$ cat src/rtl/mem_access_stage_pkg.sv
// Shared definitions for the memory-access stage: FSM states and Funct3 access encodings.
package mem_access_stage_pkg;

    typedef enum logic [1:0] {
        IDLE = 2'd0,
        WAIT = 2'd1,
        DONE = 2'd2
    } mem_state_t;

    localparam logic [2:0] F3_B  = 3'b000;
    localparam logic [2:0] F3_H  = 3'b001;
    localparam logic [2:0] F3_W  = 3'b010;
    localparam logic [2:0] F3_BU = 3'b100;
    localparam logic [2:0] F3_HU = 3'b101;

endpackage

$ cat src/rtl/mem_access_stage_load_extend.sv
// Load lane select and sign/zero extension of a read word, purely combinational.
module mem_access_stage_load_extend
    import mem_access_stage_pkg::*;
(
    input  logic [1:0]  i_addr_lo,
    input  logic [2:0]  i_funct3,
    input  logic [31:0] i_rdata,
    output logic [31:0] o_data
);

    logic [7:0]  w_byte;
    logic [15:0] w_half;

    always_comb begin
        w_byte = 8'd0;
        unique case (i_addr_lo)
            2'd0: w_byte = i_rdata[7:0];
            2'd1: w_byte = i_rdata[15:8];
            2'd2: w_byte = i_rdata[23:16];
            2'd3: w_byte = i_rdata[31:24];
        endcase
        w_half = i_addr_lo[1] ? i_rdata[31:16] : i_rdata[15:0];

        case (i_funct3)
            F3_B:    o_data = {{24{w_byte[7]}}, w_byte};
            F3_H:    o_data = {{16{w_half[15]}}, w_half};
            F3_BU:   o_data = {24'd0, w_byte};
            F3_HU:   o_data = {16'd0, w_half};
            default: o_data = i_rdata;
        endcase
    end

endmodule

$ cat src/rtl/mem_access_stage.sv
// MEM-stage load/store unit: drives the req/ack data bus, stalls while busy, captures load
// data across external holds, flags misalignment and raises a one-cycle bus-timeout pulse.
module mem_access_stage
    import mem_access_stage_pkg::*;
#(
    parameter int unsigned TIMEOUT_CYCLES = 16,
    parameter int unsigned CNT_W          = 5
) (
    input  logic        CLK,
    input  logic        RST_N,
    input  logic        Valid_M,
    input  logic        MEM_R_En_M,
    input  logic        MEM_W_En_M,
    input  logic [2:0]  Funct3_M,
    input  logic [31:0] ALU_Out_M,
    input  logic [31:0] Store_Data_M,
    input  logic        Hold_M,
    output logic        DMEM_Req,
    output logic        DMEM_We,
    output logic [31:0] DMEM_Addr,
    output logic [31:0] DMEM_WData,
    output logic [3:0]  DMEM_BE,
    input  logic        DMEM_Ack,
    input  logic [31:0] DMEM_RData,
    output logic [31:0] Data_Out_Ext_M,
    output logic        Stall_M,
    output logic        Misaligned_M,
    output logic        Bus_Err_M
);

    mem_state_t       r_state, w_state_nxt;
    logic [CNT_W-1:0] r_cnt, w_cnt_nxt;
    logic [31:0]      r_data, w_data_nxt;

    logic        w_rw, w_is_h, w_is_w, w_mis, w_access, w_load, w_timeout;
    logic [31:0] w_ext, w_wdata, w_dout;
    logic [3:0]  w_be;
    logic        w_req, w_stall, w_bus_err;

    assign w_rw      = MEM_R_En_M | MEM_W_En_M;
    assign w_is_h    = (Funct3_M == F3_H) || (Funct3_M == F3_HU);
    assign w_is_w    = (Funct3_M == F3_W);
    assign w_mis     = Valid_M & w_rw &
                       ((w_is_h & ALU_Out_M[0]) | (w_is_w & (ALU_Out_M[1:0] != 2'b00)));
    assign w_access  = Valid_M & w_rw & ~w_mis;
    assign w_load    = Valid_M & MEM_R_En_M;
    assign w_timeout = (r_cnt == CNT_W'(TIMEOUT_CYCLES - 1));

    mem_access_stage_load_extend u_load_extend (
        .i_addr_lo (ALU_Out_M[1:0]),
        .i_funct3  (Funct3_M),
        .i_rdata   (DMEM_RData),
        .o_data    (w_ext)
    );

    always_comb begin
        w_be    = 4'b1111;
        w_wdata = Store_Data_M;
        case (Funct3_M)
            F3_B, F3_BU: begin
                w_be    = 4'b0001 << ALU_Out_M[1:0];
                w_wdata = {4{Store_Data_M[7:0]}};
            end
            F3_H, F3_HU: begin
                w_be    = ALU_Out_M[1] ? 4'b1100 : 4'b0011;
                w_wdata = {2{Store_Data_M[15:0]}};
            end
            default: ;
        endcase
    end

    always_comb begin
        w_state_nxt = r_state;
        w_cnt_nxt   = r_cnt;
        w_data_nxt  = r_data;
        w_req       = 1'b0;
        w_stall     = 1'b0;
        w_bus_err   = 1'b0;
        w_dout      = 32'd0;
        unique case (r_state)
            IDLE: begin
                w_req = w_access;
                if (w_access) begin
                    if (DMEM_Ack) begin
                        if (w_load) w_dout = w_ext;
                        if (Hold_M) begin
                            w_state_nxt = DONE;
                            w_data_nxt  = w_load ? w_ext : 32'd0;
                        end
                    end else begin
                        w_stall     = 1'b1;
                        w_state_nxt = WAIT;
                        w_cnt_nxt   = '0;
                    end
                end
            end
            WAIT: begin
                w_cnt_nxt = r_cnt + 1'b1;
                if (DMEM_Ack) begin
                    w_req       = 1'b1;
                    if (w_load) w_dout = w_ext;
                    w_data_nxt  = w_load ? w_ext : 32'd0;
                    w_state_nxt = Hold_M ? DONE : IDLE;
                end else if (w_timeout) begin
                    // Request drops here, so a late ack finds no outstanding access.
                    w_bus_err   = 1'b1;
                    w_data_nxt  = 32'd0;
                    w_state_nxt = Hold_M ? DONE : IDLE;
                end else begin
                    w_req   = 1'b1;
                    w_stall = 1'b1;
                end
            end
            DONE: begin
                w_dout = r_data;
                if (!Hold_M) w_state_nxt = IDLE;
            end
            default: w_state_nxt = IDLE;
        endcase
    end

    always_ff @(posedge CLK) begin
        if (!RST_N) begin
            r_state <= IDLE;
            r_cnt   <= '0;
            r_data  <= 32'd0;
        end else begin
            r_state <= w_state_nxt;
            r_cnt   <= w_cnt_nxt;
            r_data  <= w_data_nxt;
        end
    end

    assign DMEM_Req       = RST_N & w_req;
    assign DMEM_We        = RST_N & w_req & MEM_W_En_M;
    assign DMEM_Addr      = RST_N ? {ALU_Out_M[31:2], 2'b00} : 32'd0;
    assign DMEM_WData     = RST_N ? w_wdata : 32'd0;
    assign DMEM_BE        = RST_N ? w_be : 4'd0;
    assign Data_Out_Ext_M = RST_N ? w_dout : 32'd0;
    assign Stall_M        = RST_N & w_stall;
    assign Misaligned_M   = RST_N & w_mis;
    assign Bus_Err_M      = RST_N & w_bus_err;

endmodule

$ cat config.mk
export PLATFORM = sky130hd
export DESIGN_NAME = mem_access_stage
export DESIGN_NICKNAME = d
export VERILOG_FILES = /design/src/rtl/mem_access_stage_pkg.sv /design/src/rtl/mem_access_stage_load_extend.sv /design/src/rtl/mem_access_stage.sv
export SDC_FILE = /design/constraint.sdc
export NUM_CORES = 1
export LEC_CHECK = 0
export BUFFER_PORTS_ARGS = -buffer_cell sky130_fd_sc_hd__buf_2
export CAP_MARGIN = 20
export CORE_UTILIZATION = 44
export CTS_CLUSTER_DIAMETER = 40
export DETAILED_ROUTE_END_ITERATION = 6
export PLACE_DENSITY_LB_ADDON = 0.2
export SYNTH_ARGS = -nofsm -noshare
export SYNTH_HDL_FRONTEND = slang
export SYNTH_SLANG_ARGS = --single-unit
$ cat constraint.sdc
create_clock -name CLK -period 3.1 [get_ports CLK]
set_input_delay 0.62 -clock CLK [delete_from_list [all_inputs] [get_ports CLK]]
set_output_delay 0.62 -clock CLK [all_outputs]
set_load 0.02 [all_outputs]
# Word-level counts from Yosys, hierarchy flattened
# Cells that the tools add are included.
[classes]
n_mux = 41
addsub = 1
n_shift = 1
n_reduce_logical = 11
n_eq_ne = 17
bitwise_logic = 14
[ops]
columns = ["operator", "count"]
rows = [
  ["32-bit 2-to-1 mux", 11],
  ["32-bit case mux with 2 select lines", 2],
  ["32-bit case mux with 4 select lines", 1],
  ["32-bit case mux with 3 select lines", 1],
  ["8-bit case mux with 4 select lines", 1],
  ["16-bit 2-to-1 mux", 1],
  ["2-bit 2-to-1 mux", 7],
  ["1-bit AND", 11],
  ["5-bit 2-to-1 mux", 2],
  ["2-bit != test (second input constant)", 5],
  ["5-bit case mux with 2 select lines", 1],
  ["1-bit 2-to-1 mux", 8],
  ["4-bit 2-to-1 mux", 2],
  ["4-bit case mux with 2 select lines", 1],
  ["2-bit == test (second input constant)", 3],
  ["3-bit == test (second input constant)", 2],
  ["3-bit != test (second input constant)", 2],
  ["2-bit case mux with 3 select lines", 1],
  ["5-bit by 1-bit adder with 5-bit output (second input constant)", 1],
  ["5-bit by 4-bit == test with 1-bit output (second input constant)", 1],
  ["5-bit AND reduction", 1],
  ["2-bit by 1-bit == test with 1-bit output (second input constant)", 2],
  ["2-bit logical NOT", 2],
  ["1-bit case mux with 2 select lines", 2],
  ["other kinds (11)", 14],
]
[totals]
wordCells = 88
reg_bits = 39
out_inout_bits = 105

# Logic depth before layout (Yosys ltp)
# Gate-level depths: netlist (run 1).
[logic_depth]
word_depth = 10
depth_mapped = 8
ltp_nobuf = 7

# Cells and area by module
# From an unflattened synthesis (run 1), not the netlist that was laid out.
[hier_totals]
cells_unflattened = 490
hier_area_um2 = 3518.4
[modules_own_cells]
columns = ["mod", "cells_each", "seq_area_each_um2", "area_each_um2", "instances"]
rows = [
  ["mem_access_stage", 380, 780.7, 2869.0, 1],
  ["mem_access_stage_load_extend", 110, 0.0, 649.4, 1],
]

# Worst setup path before layout (run 1)
# OpenSTA, ideal clock, no wires.
[synth_timing]
path_type = "input to output"
startpoint = "input ALU_Out_M[1]"
endpoint = "output Data_Out_Ext_M[6]"
path_slack_ps = 358
n_path_buf = 2
arrival_time_ps = 2122
path_stages = 6
cell_sequence = "buf_2 nor2b_1 clkbuf_1 o2bb2ai_1 a221o_1 o21ai_0"
[synth_between]
elab_chain_len = 9
word_cells_on_any_way = 18
[synth_rtl]
columns = ["item", "line", "rtl"]
rows = [
  ["start: declaration", "mem_access_stage.sv:15", "input logic [31:0] ALU_Out_M,"],
  ["parallel branches: the longest is 7 deep, another holds 32-bit case mux with 4 select lines", "n/a", ""],
  ["32-bit case mux with 3 select lines *", "mem_access_stage.sv:80", "unique case (r_state)"],
  ["32-bit 2-to-1 mux *", "mem_access_stage.sv:139", "assign Data_Out_Ext_M = RST_N ? w_dout : 32'd0;"],
  ["end: declaration", "mem_access_stage.sv:25", "output logic [31:0] Data_Out_Ext_M,"],
]
# Mark *: on every way between the ends.

# Worst setup path after layout (run 1)
[layout_timing]
startpoint = "input Funct3_M[1]"
endpoint = "output Data_Out_Ext_M[19]"
[layout_between]
elab_chain_len = 10
word_cells_on_any_way = 18
[layout_rtl]
columns = ["item", "line", "rtl"]
rows = [
  ["start: declaration", "mem_access_stage.sv:14", "input logic [2:0] Funct3_M,"],
  ["3-bit by 1-bit == test with 1-bit output / 3-bit == test (equally long branches)", "mem_access_stage_load_extend.sv:24, mem_access_stage.sv:41", ""],
  ["1-bit logical OR", "mem_access_stage.sv:41", "assign w_is_h = (Funct3_M == F3_H) || (Funct3_M == F3_HU);"],
  ["1-bit AND", "mem_access_stage.sv:44", "((w_is_h & ALU_Out_M[0]) | (w_is_w & (ALU_Out_M[1:0] != 2'b00)));"],
  ["1-bit OR", "mem_access_stage.sv:44", ""],
  ["1-bit AND", "mem_access_stage.sv:43", "assign w_mis = Valid_M & w_rw &"],
  ["1-bit NOT", "mem_access_stage.sv:45", "assign w_access = Valid_M & w_rw & ~w_mis;"],
  ["1-bit AND", "mem_access_stage.sv:45", ""],
  ["32-bit 2-to-1 mux", "mem_access_stage.sv:83", "if (w_access) begin"],
  ["32-bit case mux with 3 select lines *", "mem_access_stage.sv:80", ""],
  ["32-bit 2-to-1 mux *", "mem_access_stage.sv:139", ""],
]
# Every way passes the cells marked *; elsewhere a longest branch is shown, timed or not.

==> results of run 1 <==
-- critical path: cells and delay by family --
family | cells | cell delay, ns
compound gates | 2 | 0.61
buf+inv | 2 | 0.33
simple gates | 2 | 0.73
-- layer usage --
| layer | vias to the layer above | routed length, um | global-route usage, % | part of all wire (%) |
|---|---|---|---|---|
| met1 | 1886 | 4980 | 36.8 | 43 |
| met2 | 193 | 5500 | 46.5 | 48 |
| met4 | 0 | 201 | 8.06 | 1.7 |
| met5 | - | 0 | 0 | 0 |
| li1 | 2005 | - | - | - |
| met3 | 23 | 888 | 5.50 | 7.7 |
-- kinds of logic after synthesis --
| logic type | synth area share [%] |
|---|---|
| AOI/OAI and AO/OA | 38.3 |
| and+or+nand+nor | 19.5 |
| buffers and inverters | 8.87 |
| DFF | 23.1 |
| muxes | 9.39 |
| adders and majority gates | 0.739 |
| other | 0.111 |
-- registers in the layout (all words and copies together) (netlist names) --
register / count
r_data: 32
r_state: 2
r_cnt: 5
-- worst paths after layout --
kind | endpoint | slack [ns] | depth (start not counted)
hold reg to reg | r_data[1] | 0.46 | 2
hold / removal | r_data[1] | 0.46 | 2
setup / recovery | Data_Out_Ext_M[19] | 0.18 | 6
setup reg to reg | r_data[0] | 0.98 | 7
-- stage by stage --
step	utilization, %	cell area, um2	cells	hold slack (ns)	setup slack (ns)
after floorplan	-	3390	434	0.434	0.358
after global placement	61.3	4490	715	0.442	0.152
after detailed placement	61.3	4490	715	0.448	0.153
after CTS	62.9	4610	723	0.460	0.140
after global routing	63.0	4620	724	0.481	0.0615
final	63.0	4620	724	0.458	0.179
-- final cells by class --
| cell class | instances | area, um2 | share of cell area, % |
|---|---|---|---|
| inverter | 23 | 86.3 | 1.87 |
| multi-input combinational | 329 | 2320 | 50.3 |
| timing repair buffer | 226 | 1190 | 25.7 |
| clock buffer | 6 | 82.6 | 1.79 |
| sequential | 39 | 781 | 16.9 |
| tap | 99 | 124 | 2.68 |
| clock inverter | 2 | 35.0 | 0.758 |
-- layout by cell type (no fill, tap or decap), types with 2 or more instances in the layout --
cell / instances
a32oi_1: 6
mux2_2: 4
clkbuf_8: 6
conb_1: 2
o32ai_1: 8
a32o_1: 40
a21o_1: 19
nand3_1: 8
a22oi_1: 5
buf_4: 17
dfxtp_1: 39
mux2i_1: 25
nand2_1: 29
o21ai_0: 16
and3_1: 4
buf_2: 208
and2_1: 40
ha_1: 2
nor2b_1: 2
a22o_1: 16
nor3_1: 2
nor2_1: 35
o211ai_1: 6
a221o_1: 9
a21oi_1: 28
inv_1: 21
-- what timing repair did --
item / 4_1_cts / 5_1_grt
hold buffers: 0 / 0
gates resized for setup: 0 / 1
endpoints found under the setup margin: 0 / 3
hold endpoints to repair: 0 / 0
-- power by group through the flow --
stage               Combinational (W)  Clock, W  Sequential, W
floorplan                    0.000325         0       0.000524
global placement             0.000501         0       0.000528
detailed placement           0.000505         0       0.000528
CTS                          0.000507  0.000455       0.000517
global route                 0.000555  0.000480       0.000518
finish                       0.000512  0.000447       0.000517
==> flow_summary.json, run 1 <==
{
  "status": "complete, no violations",
  "synth_top_area_cell": "dfxtp_1",
  "grt_pass1_wl_um": 18800,
  "synthFlopType": "dfxtp_1",
  "p_leak_nw": 2.36,
  "insertion_delay_ns": 0.30,
  "p_clk_share_pct": 30.3,
  "clkSinkCount": 39,
  "grt_max_degree": 46,
  "power_w": 0.00148,
  "fill_cells": 746,
  "synth_seq_cells": 39,
  "vias": 4107,
  "cpMaxStageDelayCell": "or3b_4",
  "cts-root-buf": "clkbuf_8",
  "coreArea_um2": 7330,
  "rsz0062_at_grt": "no",
  "syn_area_per_cell_um2": 7.82,
  "synthCells": 433,
  "vdd_ir_drop_max_v": 0.000186,
  "syn_area_um2": 3390,
  "synth_edf_count": 0,
  "rr_startpoint": "r_cnt[1]",
  "grtUsageTotal_pct": 28.1,
  "worstMarginPinSlew_ns": 0.628,
  "place.gp.congestion": 0.866,
  "post-cts-setup-buffers": 0,
  "portBuffers": 208,
  "synth_common_cells": "a32o_1 (40), and2_1 (40), dfxtp_1 (39), nor2_1 (35), nand2_1 (29)",
  "cts_tree": "built",
  "syn_to_final_growth_pct": 36.4,
  "drive_above_1_share_pct": 39.8,
  "period_minus_slack_ns": 2.92,
  "drc": 0,
  "ant_nets": 0,
  "fin_nets": 732,
  "tns_ns": 0,
  "fmax_ghz": 0.342,
  "clockBufferDepth": 2,
  "worstSetupStartpoint": "Funct3_M[1]",
  "routed_wirelength_um": 11600,
  "power_frac_seq_pct": 35.0,
  "setup_violations": 0,
  "worstSetupEndpointType": "output pin",
  "die_x_um": 89.7,
  "maxSlewHeadroom_pct": 58.1,
  "antenna_found_initial": 0,
  "critPathRequiredTime_ns": 2.48,
  "dieHeight_um": 89.7,
  "h-tree-depth": 2,
  "min-delay-start": "r_data[1]",
  "grt_pass1_vias": 3784,
  "worst-setup-path-type": "in -> out",
  "slowest_delay_ns": 0.42,
  "cp_cell_sequence": "buf_2 -> or3b_4 -> o211ai_2 -> nand2_2 -> a32o_1 -> buf_2",
  "path_clk_slew_ns": 0.08,
  "die_area_um2": 8050,
  "p_comb_share_pct": 34.7,
  "drt-pass1-iter-count": 6,
  "pwr_density_cell_nw_per_um2": 320,
  "drt_iter0_markers": 340,
  "dp_hpwl_um": 8800,
  "ys_top_cells_by_area": "dfxtp_1 (23%), a32o_1 (12%), and2_1 (7.4%), mux2i_1 (7.4%), a21o_1 (4.2%)",
  "swShare_pct": 34.2,
  "crit_path_max_fanout": 18,
  "hp-class": "reg -> reg",
  "crit_top_cell": "buf_2",
  "ys_warn_count": 0,
  "ys_seq_area_share_pct": 23.1,
  "via_per_inst": 5.67,
  "switching_power_w": 0.000505,
  "synth.top_cell.area_share_pct": 23.1,
  "placementRows": 31,
  "ys_types": 50,
  "p_int_w": 0.000971,
  "crit_arrival_ns": 2.30,
  "cts_buffers": 5,
  "hold_viol_final": 0,
  "initial_core_util_pct": 46.2,
  "finalCritPeriodShare_pct": 94.2,
  "wl_per_cell_um": 16.0,
  "fin_worst_skew_ns": 0.00716,
  "final_max_slew_viol_count": 0,
  "async_flop_share_pct": 0,
  "pin_count": 211,
  "max_cap_violations": 0,
  "grt_overflow": 0,
  "n_antenna_cell": 0,
  "startpoint_type": "primary input"
}
Power figures use the tool's default switching activity.
==> inputs of run 2 (changes only) <==
- CORE_UTILIZATION: 44 -> 45
- SYNTH_HIERARCHICAL: not set -> 1
==> flow_summary.json, run 2 <==
{
  "fin_nets": 781,
  "status": "complete, no violations",
  "antenna_found_initial": 0,
  "grtUsageMet2_pct": 44.3,
  "fin_worst_skew_ns": 0.00251,
  "dp_hpwl_um": 8600,
  "hold_path_depth": 2,
  "cp_num_cells": 7,
  "drt-pass1-iter-count": 5,
  "finalCoreUtilization_pct": 62.9,
  "fmax_ghz": 0.335,
  "routed_wirelength_um": 11500,
  "grt.met3_usage_pct": 5.13,
  "cts_buffers": 5,
  "fin_hold_ws_ns": 0.472,
  "drt_iter0_markers": 307,
  "grt_pass1_wl_um": 18500,
  "synth_common_cells": "nand2_1 (103), a22o_1 (39), dfxtp_1 (39), inv_1 (39), and2_1 (38)",
  "r2r_slack_ns": 1.01,
  "postCtsHoldBufs": 0,
  "setup_violations": 0,
  "post-place-ws_ns": 0.105,
  "yosysMostFrequentCell": "nand2_1",
  "tns_ns": 0,
  "path_clk_slew_ns": 0.08,
  "portBuffers": 208,
  "dieHeight_um": 90.4,
  "synth.top_cell.area_share_pct": 22.2,
  "startpoint_type": "primary input",
  "worst-setup-path-type": "in -> out",
  "async_flop_share_pct": 0,
  "placed_area_um2": 4540,
  "grt_overflow": 0,
  "synth_seq_cells": 39,
  "grtUsageTotal_pct": 27.0,
  "synthCells": 490,
  "pin_count": 211,
  "critPathRequiredTime_ns": 2.48,
  "via_per_inst": 5.58,
  "drive_above_1_share_pct": 36.6,
  "ant_nets": 0,
  "ys_warn_count": 6,
  "hp-class": "reg -> reg",
  "ys_types": 47,
  "insertion_delay_ns": 0.29,
  "placementRows": 31,
  "die_x_um": 90.4,
  "cts-root-buf": "clkbuf_8",
  "reg.largest.list": "r_data: 32 flops, r_cnt: 5 flops, r_state: 2 flops",
  "pwr_density_cell_nw_per_um2": 318,
  "cpLargestDelayFamily": "compound AO/OA/AOI/OAI gates",
  "busiest_layer": "met2",
  "final_cell_mix": "buf_2 (208), nand2_1 (103), inv_1 (39), a22o_1 (39), dfxtp_1 (39)",
  "worstSetupEndpointType": "output pin",
  "grtUsageMet1_pct": 35.9,
  "cts_tree": "built",
  "syn_area_per_cell_um2": 7.18,
  "die_area_um2": 8180,
  "fill_cells": 713,
  "ys_top_cells_by_area": "dfxtp_1 (22%), nand2_1 (11%), a22o_1 (9.7%), and2_1 (6.8%), o22ai_1 (5.7%)",
  "crit_arrival_ns": 2.36,
  "max_cap_violations": 0,
  "wl_per_cell_um": 14.9,
  "fin_ws_ns": 0.119,
  "top_register": "r_data",
  "slowest_delay_ns": 0.74,
  "hold_viol_final": 0,
  "initial_core_util_pct": 47.5,
  "worstMarginPinSlew_ns": 0.905,
  "ys_seq_area_share_pct": 22.2,
  "maxSlewHeadroom_pct": 39.6,
  "final_common_cell": "buf_2",
  "largest_reg_flops": 32,
  "rr_startpoint": "r_cnt[0]",
  "final_max_slew_viol_count": 0,
  "period_minus_slack_ns": 2.98,
  "syn_to_final_growth_pct": 32.5,
  "coreArea_um2": 7410,
  "syn_area_um2": 3520,
  "r2r_cells": 8,
  "crit_top_cell": "buf_2",
  "worstSetupStartpoint": "ALU_Out_M[1]",
  "cp_cell_sequence": "buf_2 -> buf_4 -> nor2_1 -> o41ai_2 -> a21oi_4 -> a22o_1 -> buf_2",
  "clockBufferDepth": 2,
  "crit_path_max_fanout": 32,
  "synth_top_area_cell": "dfxtp_1",
  "synth_edf_count": 0,
  "drc": 0,
  "worst-path-buf-inv": 3,
  "clkSinkCount": 39,
  "finalCritPeriodShare_pct": 96.2,
  "h-tree-depth": 2,
  "stdcell_area_um2": 4660,
  "vdd_ir_drop_max_v": 0.000242,
  "grt_pass1_vias": 3901,
  "n_antenna_cell": 0,
  "place.gp.congestion": 0.908,
  "p_leak_nw": 2.41,
  "rsz0062_at_grt": "yes",
  "vias": 4316,
  "r2r_end": "r_data[24]",
  "grt_max_degree": 78,
  "synthFlopType": "dfxtp_1",
  "crit_end": "Data_Out_Ext_M[12]",
  "cpMaxStageDelayCell": "a21oi_4"
}
[run 2: cell types whose count changed in the layout (fill, tap and decap cells not counted), moves of 8 or more]
cell,previous run,this run
nand2_1,29,103
a32o_1,40,0
o22ai_1,0,32
nor2_1,35,10
a21oi_1,28,4
a22o_1,16,39
a21o_1,19,1
inv_1,21,39
a21boi_1,0,14
a22oi_1,5,17
nor2b_1,2,14
a221o_1,9,0
mux2i_1,25,17
o32ai_1,8,0
[run 2: layout make-up]
type                    count  area [um2]  share of cell area [%]
multi-input cells         365        2350                    50.4
flip-flops and latches     39         781                    16.7
repair buffers            220        1130                    24.3
clock inverters             2        35.0                   0.751
well taps                  99         124                    2.66
inverters                  42         159                    3.41
clock buffers               6        82.6                    1.77
[run 2: worst min-delay path, delay by kind of cell (launching register included)]
family	cells	cell delay (ns)
AO/OA/AOI/OAI	1	0.07
flip-flops	1	0.31
buffers and inverters	1	0.04
[run 2: worst min path at each step]
stage,from,end,slack (ns)
2_1_floorplan,r_data[16],r_data[16],0.45
3_3_place_gp,r_data[27],r_data[27],0.45
3_5_place_dp,r_data[26],r_data[26],0.46
4_1_cts,r_data[26],r_data[26],0.47
5_1_grt,r_data[26],r_data[26],0.49
6_report,r_data[26],r_data[26],0.47
[run 2: kinds of logic after synthesis]
family,share of synthesized area [%]
AOI/OAI and AO/OA,32.6
adders and majority gates,0.711
buffers and inverters,11.6
DFF,22.2
muxes,8.36
other,0.107
and+or+nand+nor,24.4
[run 2: routing by layer]
layer | routed length (um) | up-vias
li1 | - | 2080
met1 | 4910 | 1969
met2 | 5470 | 247
met3 | 967 | 20
met4 | 204 | 0
met5 | 0 | -
[run 2: through the flow]
| step | total power, W | instances |
|---|---|---|
| floorplan | 0.000860 | 491 |
| global placement | 0.00104 | 765 |
| detailed placement | 0.00104 | 765 |
| CTS | 0.00149 | 773 |
| global route | 0.00156 | 773 |
| finish | 0.00148 | 773 |
[run 2: power by group]
| group | total, W | switching [W] | internal, W |
|---|---|---|---|
| Sequential | 0.000520 | 0.00000848 | 0.000511 |
| Combinational | 0.000518 | 0.000316 | 0.000202 |
| Clock | 0.000447 | 0.000186 | 0.000261 |
| Total | 0.00148 | 0.000511 | 0.000973 |
[run 2: timing repair]
| item | in CTS | in global routing |
|---|---|---|
| hold endpoints to repair | 0 | 0 |
| setup buffers | 0 | 0 |
| setup endpoints to repair | 0 | 7 |
| resized for setup | 0 | 2 |
